===== src/rtl/accel_proto_pkg.sv =====
`default_nettype none
// +------------------------------------------------------------------+
// | accel_proto_pkg : shared constants for the accelerometer protocol |
// | Revision 1.0                                                      |
// +------------------------------------------------------------------+
package accel_proto_pkg;

   localparam logic [7:0] CMD_X    = 8'd120;
   localparam logic [7:0] CMD_Y    = 8'd121;
   localparam logic [7:0] CMD_Z    = 8'd122;
   localparam logic [7:0] HDR_BYTE = 8'h00;
   localparam int         REPLY_LEN = 3;

   typedef enum logic [2:0] {
      IDLE     = 3'd0,
      SEND     = 3'd1,
      WAIT_HDR = 3'd2,
      WAIT_LO  = 3'd3,
      WAIT_HI  = 3'd4
   } state_t;

endpackage
`default_nettype wire


===== src/rtl/query_timeout.sv =====
`default_nettype none
// +------------------------------------------------------------------+
// | query_timeout : saturating inter-byte watchdog counter            |
// | Revision 1.0                                                      |
// +------------------------------------------------------------------+
module query_timeout
   import accel_proto_pkg::*;
#(
   parameter int TIMEOUT_CYCLES = 50000
) (
   input  logic CLK_50,
   input  logic iRSTN,
   input  logic clear,
   input  logic enable,
   output logic expired
);

   localparam int            c_cntWidth = (TIMEOUT_CYCLES > 1) ? $clog2(TIMEOUT_CYCLES) : 1;
   localparam logic [c_cntWidth-1:0] c_term = c_cntWidth'(TIMEOUT_CYCLES - 1);

   logic [c_cntWidth-1:0] r_count;

   // Holds at the terminal count so a stalled peer cannot wrap it back to zero.
   always_ff @(posedge CLK_50) begin
      if (!iRSTN) begin
         r_count <= '0;
      end else if (clear) begin
         r_count <= '0;
      end else if (enable && (r_count != c_term)) begin
         r_count <= r_count + 1'b1;
      end
   end

   assign expired = enable && (r_count == c_term);

endmodule
`default_nettype wire


===== src/rtl/accel_query_master.sv =====
`default_nettype none
// +------------------------------------------------------------------+
// | accel_query_master : host side of the UART accelerometer query    |
// | Revision 1.0                                                      |
// +------------------------------------------------------------------+
module accel_query_master #(
   parameter logic [7:0] CMD_BASE       = accel_proto_pkg::CMD_X,
   parameter logic [7:0] HDR_BYTE       = accel_proto_pkg::HDR_BYTE,
   parameter int         TIMEOUT_CYCLES = 50000
) (
   input  logic        CLK_50,
   input  logic        iRSTN,
   input  logic        start,
   input  logic [1:0]  dim,
   input  logic        tx_busy,
   output logic        tx_start,
   output logic [7:0]  tx_data,
   input  logic        rx_ready,
   input  logic [7:0]  rx_data,
   output logic        busy,
   output logic [15:0] sample,
   output logic [1:0]  sample_dim,
   output logic        sample_valid,
   output logic        hdr_err,
   output logic        timeout_err
);
   import accel_proto_pkg::*;

   state_t     r_state;
   logic [1:0] r_curDim;
   logic [1:0] r_rrPtr;
   logic [7:0] r_low;

   logic       w_waiting;
   logic       w_expired;
   logic       w_pulse;
   logic [1:0] w_reqDim;

   assign w_waiting = (r_state == WAIT_HDR) || (r_state == WAIT_LO) || (r_state == WAIT_HI);
   // A pulse marks the cycle busy fell; a start there must not be taken.
   assign w_pulse   = sample_valid | hdr_err | timeout_err;
   assign w_reqDim  = (dim == 2'd3) ? r_rrPtr : dim;

   query_timeout #(
      .TIMEOUT_CYCLES (TIMEOUT_CYCLES)
   ) u_timeout (
      .CLK_50  (CLK_50),
      .iRSTN   (iRSTN),
      .clear   (rx_ready | ~w_waiting),
      .enable  (w_waiting),
      .expired (w_expired)
   );

   always_ff @(posedge CLK_50) begin
      if (!iRSTN) begin
         r_state      <= IDLE;
         r_curDim     <= 2'd0;
         r_rrPtr      <= 2'd0;
         r_low        <= 8'd0;
         tx_start     <= 1'b0;
         tx_data      <= 8'd0;
         busy         <= 1'b0;
         sample       <= 16'd0;
         sample_dim   <= 2'd0;
         sample_valid <= 1'b0;
         hdr_err      <= 1'b0;
         timeout_err  <= 1'b0;
      end else begin
         tx_start     <= 1'b0;
         sample_valid <= 1'b0;
         hdr_err      <= 1'b0;
         timeout_err  <= 1'b0;
         case (r_state)
            IDLE: begin
               if (start && !w_pulse) begin
                  r_curDim <= w_reqDim;
                  if (dim == 2'd3) begin
                     r_rrPtr <= (r_rrPtr == 2'd2) ? 2'd0 : r_rrPtr + 2'd1;
                  end
                  busy    <= 1'b1;
                  r_state <= SEND;
               end
            end
            SEND: begin
               if (!tx_busy) begin
                  tx_start <= 1'b1;
                  tx_data  <= CMD_BASE + {6'd0, r_curDim};
                  r_state  <= WAIT_HDR;
               end
            end
            WAIT_HDR: begin
               if (rx_ready) begin
                  if (rx_data == HDR_BYTE) begin
                     r_state <= WAIT_LO;
                  end else begin
                     hdr_err <= 1'b1;
                     busy    <= 1'b0;
                     r_state <= IDLE;
                  end
               end
            end
            WAIT_LO: begin
               if (rx_ready) begin
                  r_low   <= rx_data;
                  r_state <= WAIT_HI;
               end
            end
            WAIT_HI: begin
               if (rx_ready) begin
                  sample       <= {rx_data, r_low};
                  sample_dim   <= r_curDim;
                  sample_valid <= 1'b1;
                  busy         <= 1'b0;
                  r_state      <= IDLE;
               end
            end
            default: r_state <= IDLE;
         endcase

         // A byte arriving on the terminal count takes priority over the timeout.
         if (w_waiting && w_expired && !rx_ready) begin
            timeout_err <= 1'b1;
            busy        <= 1'b0;
            r_state     <= IDLE;
         end
      end
   end

endmodule
`default_nettype wire


===== config.mk =====
export PLATFORM = sky130hd
export DESIGN_NAME = accel_query_master
export DESIGN_NICKNAME = d
export VERILOG_FILES = /design/src/rtl/accel_proto_pkg.sv /design/src/rtl/query_timeout.sv /design/src/rtl/accel_query_master.sv
export SDC_FILE = /design/constraint.sdc
export NUM_CORES = 1
export LEC_CHECK = 0
export CAP_MARGIN = 30
export CORE_MARGIN = 10
export CORE_UTILIZATION = 45
export CTS_CLUSTER_DIAMETER = 200
export DETAILED_ROUTE_END_ITERATION = 6
export PLACE_DENSITY = 0.7
export SLEW_MARGIN = 0
export SYNTH_ARGS = -nofsm -noshare
export SYNTH_HDL_FRONTEND = slang
export SYNTH_SLANG_ARGS = --single-unit

===== constraint.sdc =====
create_clock -name CLK_50 -period 2.8 [get_ports CLK_50]
set_input_delay 0.56 -clock CLK_50 [delete_from_list [all_inputs] [get_ports CLK_50]]
set_output_delay 0.56 -clock CLK_50 [all_outputs]
set_load 0.01 [all_outputs]

After elaboration in Yosys (flattened, before gate mapping) --
Cells that the tools add are included.
Word-level totals: flip-flop bits (word level) 62, output and inout bits 31
Operators by class: add/subtract/negate cells 3, eq/ne operators 14, multiplexer cells 18, bitwise operators 6, reductions and logical operators 24
Operators with widths (number):
- $add 16x1->16 const B | 1
- $eq 16x16->1 const B | 1
- $ne 16x16->1 const B | 1
- $mux 3 | 5
- $pmux 3 s5 | 1
- $ne 2x2->1 const B | 6
- $reduce_and 2->1 | 6
- $reduce_and 5->1 | 2
- $add 7x2->8 const A | 1
- $logic_not 8->1 | 1
- $mux 1 | 8
- $eq 3x2->1 const B | 2
- $mux 2 | 3
- $reduce_and 3->1 | 2
- $logic_and 1x1->1 | 5
- $eq 2x2->1 const B | 2
- $reduce_or 2->1 | 2
- $eq 3x1->1 const B | 1
- $eq 3x3->1 const B | 1
- $logic_not 3->1 | 1
- $not 1->1 | 3
- $or 1x1->1 | 3
- $pmux 1 s3 | 1
- $reduce_bool 3->1 | 1
- 3 further kinds | 5

Longest topological paths before layout --
depth after elaboration 7, depth in mapped cells 6, gate-level depth less buffers 5

Modules after synthesis --
From an unflattened synthesis, not the netlist that was laid out.
Unflattened totals: cell total of the unflattened synthesis 310, area total of the unflattened synthesis 2710.1 um2
By module, submodules not included:
- accel_query_master | instances 1, cells each 208, area an instance 1850.5 um2, sequential area each 820.8 um2
- query_timeout | instances 1, cells each 102, area an instance 859.6 um2, sequential area each 320.3 um2

Least setup slack after synthesis --
No wires, ideal clock.
path kind reg2reg, start point reg r_state[2], end point reg u_timeout.r_count[13], setup time 0.070 ns, arrival time 1.951 ns, required time 2.730 ns, setup slack 0.779 ns, stages on the path, launching flop included 7, path buffers 2, period minus slack after synthesis 2.021 ns, path through dfxtp_1 or3b_1 buf_2 a211o_1 buf_6 or4_1 a21oi_1
Between the ends: longest elaborated chain between the ends 6, elaborated cells on any way between the ends 9, classes of those cells eq/ne: 3; bitwise: 2; reduce/logical: 4
Ends and longest elaborated chain:
- start: declaration | line accel_query_master.sv:29 | state_t r_state;
- start signal: assignment | line accel_query_master.sv:56 | r_state <= IDLE;
- start signal: assignment | line accel_query_master.sv:81 | r_state <= SEND;
- start signal: assignment | line accel_query_master.sv:88 | r_state <= WAIT_HDR;
- $eq 3x2->1 | line accel_query_master.sv:39 | assign w_waiting = (r_state == WAIT_HDR) || (r_state == WAIT_LO) || (r_state == WAIT_HI);
- $logic_or 1x1->1 | line accel_query_master.sv:39
- $logic_or 1x1->1 * | line accel_query_master.sv:39
- $not 1->1 | line accel_query_master.sv:49 | .clear (rx_ready | ~w_waiting),
- $or 1x1->1 | line accel_query_master.sv:49
- $reduce_or 2->1 (no line)
- end signal: assignment | line query_timeout.sv:30 | r_count <= r_count + 1'b1;
- end: declaration | line query_timeout.sv:21 | logic [c_cntWidth-1:0] r_count;
Every way passes the cells marked *; elsewhere a longest branch is shown, timed or not. A chain may end at the register's enable or synchronous reset.

Worst setup path in the final report --
start point reg r_state[1], end point reg u_timeout.r_count[15]
Same word-level chain as after synthesis.

==> impl_metrics.csv <==
group,metric,value,unit
synth,yosysMostFrequentCell,"nand2_1",
die,rows,26,
die,die_h,94.1,um
detailed_routing,firstDrtPassIters,4,
die,dieArea,8860,um2
die,core-area,5200,um2
synth,ys_ff_latch,57,
sta,fin_crit_sh,77.7,%
detailed_routing,wl,6130,um
grt,first_global_vias,2071,
power,p_sw,0.000487,W
sta,fmax,0.460,GHz
synth,ys_types,42,
synth,synth_top_cell_by_area,"dfxtp_1",
synth,synth_edf_count,0,
power,power,0.00199,W
layout,fill_cells,495,
synth,yosysSeqAreaShare,46.2,%
placement,routabilityCongestion,0.793,
layout,postLayoutCoreUtil,60.7,%
sta,clock_skew,0.00641,ns
grt,grt_pass1_wl,10300,um
clocking,clock-sinks,57,
clocking,cts_buffers,9,
grt,grt_max_degree,33,
clocking,cts_buffer_depth,2,
setup_path,path_class,"register to register",
setup_path,endpoint_kind,"register",
clocking,ctsHoldBuffers,0,
layout,syn2layout_area_growth,27.9,%
clocking,clock-root-buffer,"clkbuf_8",
synth,yosysTopAreaCellShare,46.2,%
layout,fin_cells,421,
layout,diodes,0,
grt,antenna_found_initial,0,
sta,rsz0062_at_grt,"false",
synth,netlist_area,2470,um2
sta,max-slew-margin-rel,50.4,%
placement,dp_hpwl,4370,um
detailed_routing,routed_via_density,5.41,
detailed_routing,drt-initial-drc-count,164,
layout,final_layout_size_suffix_gt1_share,6.55,%
power,switching_share,24.5,%
die,initial_core_util,47.5,%
power,p_comb_share,12.8,%
clocking,cts_tree,"done",
setup_path,cp_max_fo,13,
sta,period_minus_slack,2.18,ns
detailed_routing,post-route-drc-count,0,
power,p_leak,1.02,nW
sta,worst_slew_pin_slew,0.734,ns
detailed_routing,drt-wirelength-per-cell,14.6,um
power,pwr-share-seq,43.3,%
setup_path,reg2reg_depth,4,
setup_path,cp.arrival,2.43,ns
clocking,htree_levels,3,
die,ios,46,
placement,numPortBuffers,43,
min_path,holdPathStages,2,
synth,ys.flop_type,"dfxtp_1",
setup_path,required,3.06,ns
grt,grt_usage,14.6,%
power,ir_worst_vdd,0.397,mV
clocking,clk_pin_slew_worst_paths,0.07,ns
sta,slew_violations,0,
placement,dp.cells,405,
min_path,hp-class,"register to register",
synth,netlist_instances,306,
run,drv_cap,0,
grt,gr-total-overflow,0,
sta,setup_violations,0,
power,power_density,629,nW/um2
synth,synth_common_cells,"63 x nand2_1, 57 x dfxtp_1, 47 x a21oi_1",
clocking,cts-resized-gates,0,
clocking,cts_setup_buffers,0,
synth,synth_warnings,0,
detailed_routing,antenna_left,0,
setup_path,worstSetupStartpointType,"register",
sta,hold_viol,0,
synth,synthArstFlopShare,0,%
sta,tns,0,ns
power,clkPwrFrac,43.8,%
synth,synth_area_per_cell,8.08,um2
power,internal_power,0.00150,W
synth,synthTopCellsByArea,"dfxtp_1 46%, nand2_1 9.6%, a21oi_1 9.5%",
run_status,status,"finished clean",
die,dieWidth,94.1,um
layout,fin_nets,362,
detailed_routing,via_count,2278,
clocking,clock_latency,0.34,ns
==> power groups by stage <==
stage / clock [W] / sequential (W) / combinational, W
finish: 0.000872 / 0.000862 / 0.000256
global route: 0.000937 / 0.000867 / 0.000290
detailed placement: 0 / 0.000879 / 0.000256
floorplan: 0 / 0.000874 / 0.000172
CTS: 0.000889 / 0.000862 / 0.000257
global placement: 0 / 0.000880 / 0.000254
==> worst max-delay path, cell delays in order (launching register included) <==
cell	delay [ns]
dfxtp_1	0.40
or3b_1	0.48
a211o_1	0.49
or4_1	0.57
a21oi_1	0.15
==> stage by stage <==
step,setup slack [ns],instance area (um2),hold WS [ns]
4_1_cts,0.630,3160,0.451
6_report,0.625,3160,0.446
5_1_grt,0.479,3160,0.470
3_5_place_dp,0.334,2930,0.446
3_3_place_gp,0.338,2930,0.439
2_1_floorplan,0.779,2480,0.432
==> layer usage <==
metal  wire length (um)  part of all wire [%]  up-vias  track usage, %
met5                  0                     0        -               0
met2               2670                    44       54            19.6
li1                   -                     -     1172               -
met1               2830                    46     1043            19.0
met3                547                   8.9        9            7.11
met4                 75                   1.2        0            6.46
==> placed cells by master, fill, tap and decap left out, drive strengths merged, types with 2 or more instances in the layout <==
| cell | instances |
|---|---|
| and4 | 4 |
| and3 | 2 |
| nand4 | 6 |
| nor4b | 4 |
| dfxtp | 57 |
| clkbuf | 11 |
| nand2b | 4 |
| inv | 5 |
| clkinv | 3 |
| or3 | 6 |
| conb | 2 |
| bufinv | 2 |
| nor3 | 5 |
| o31ai | 7 |
| and2 | 2 |
| o21ai | 12 |
| or4 | 9 |
| nor2 | 16 |
| nand2 | 63 |
| mux2i | 5 |
| nand3 | 9 |
| a211o | 2 |
| a211oi | 2 |
| clkdlybuf4s50 | 43 |
| a21oi | 47 |
| buf | 6 |
==> logic make-up (layout without fill, tap and decap cells) <==
kind of cell / count (synthesis) / count (layout) / synth area share (%)
simple gates: 137 / 137 / 27.8
compound gates: 78 / 78 / 18.2
flops: 57 / 57 / 46.2
buf+inv: 27 / 71 / 5.21
mux: 5 / 5 / 2.02
fa+ha+maj: 1 / 1 / 0.506
other cells: 1 / 2 / 0.152
==> flip-flops by register name, summed over array words and instances, names as in the netlist <==
name               flops
hdr_err                1
r_state                3
r_rrPtr                2
busy                   1
sample                16
tx_data                3
sample_dim             2
r_low                  8
timeout_err            1
r_curDim               2
sample_valid           1
u_timeout.r_count     16
tx_start               1
==> final timing paths <==
kind | from | to | slack (ns)
max reg2reg | r_state[1] | u_timeout.r_count[15] | 0.62
min reg2reg | r_low[6] | sample[6] | 0.45
min | r_low[6] | sample[6] | 0.45
max | r_state[1] | u_timeout.r_count[15] | 0.62
==> final cells by class <==
class                           instances  area, um2  share of cell area (%)
Multi-Input combinational cell        223       1210                    38.1
Sequential cell                        57       1140                    36.1
Timing Repair Buffer                   49        475                    15.0
Clock buffer                           11        151                    4.79
Tap cell                               70       87.6                    2.77
Clock inverter                          5       77.6                    2.45
Inverter                                6       22.5                   0.712
No activity file was read; power rests on OpenSTA's default activity.
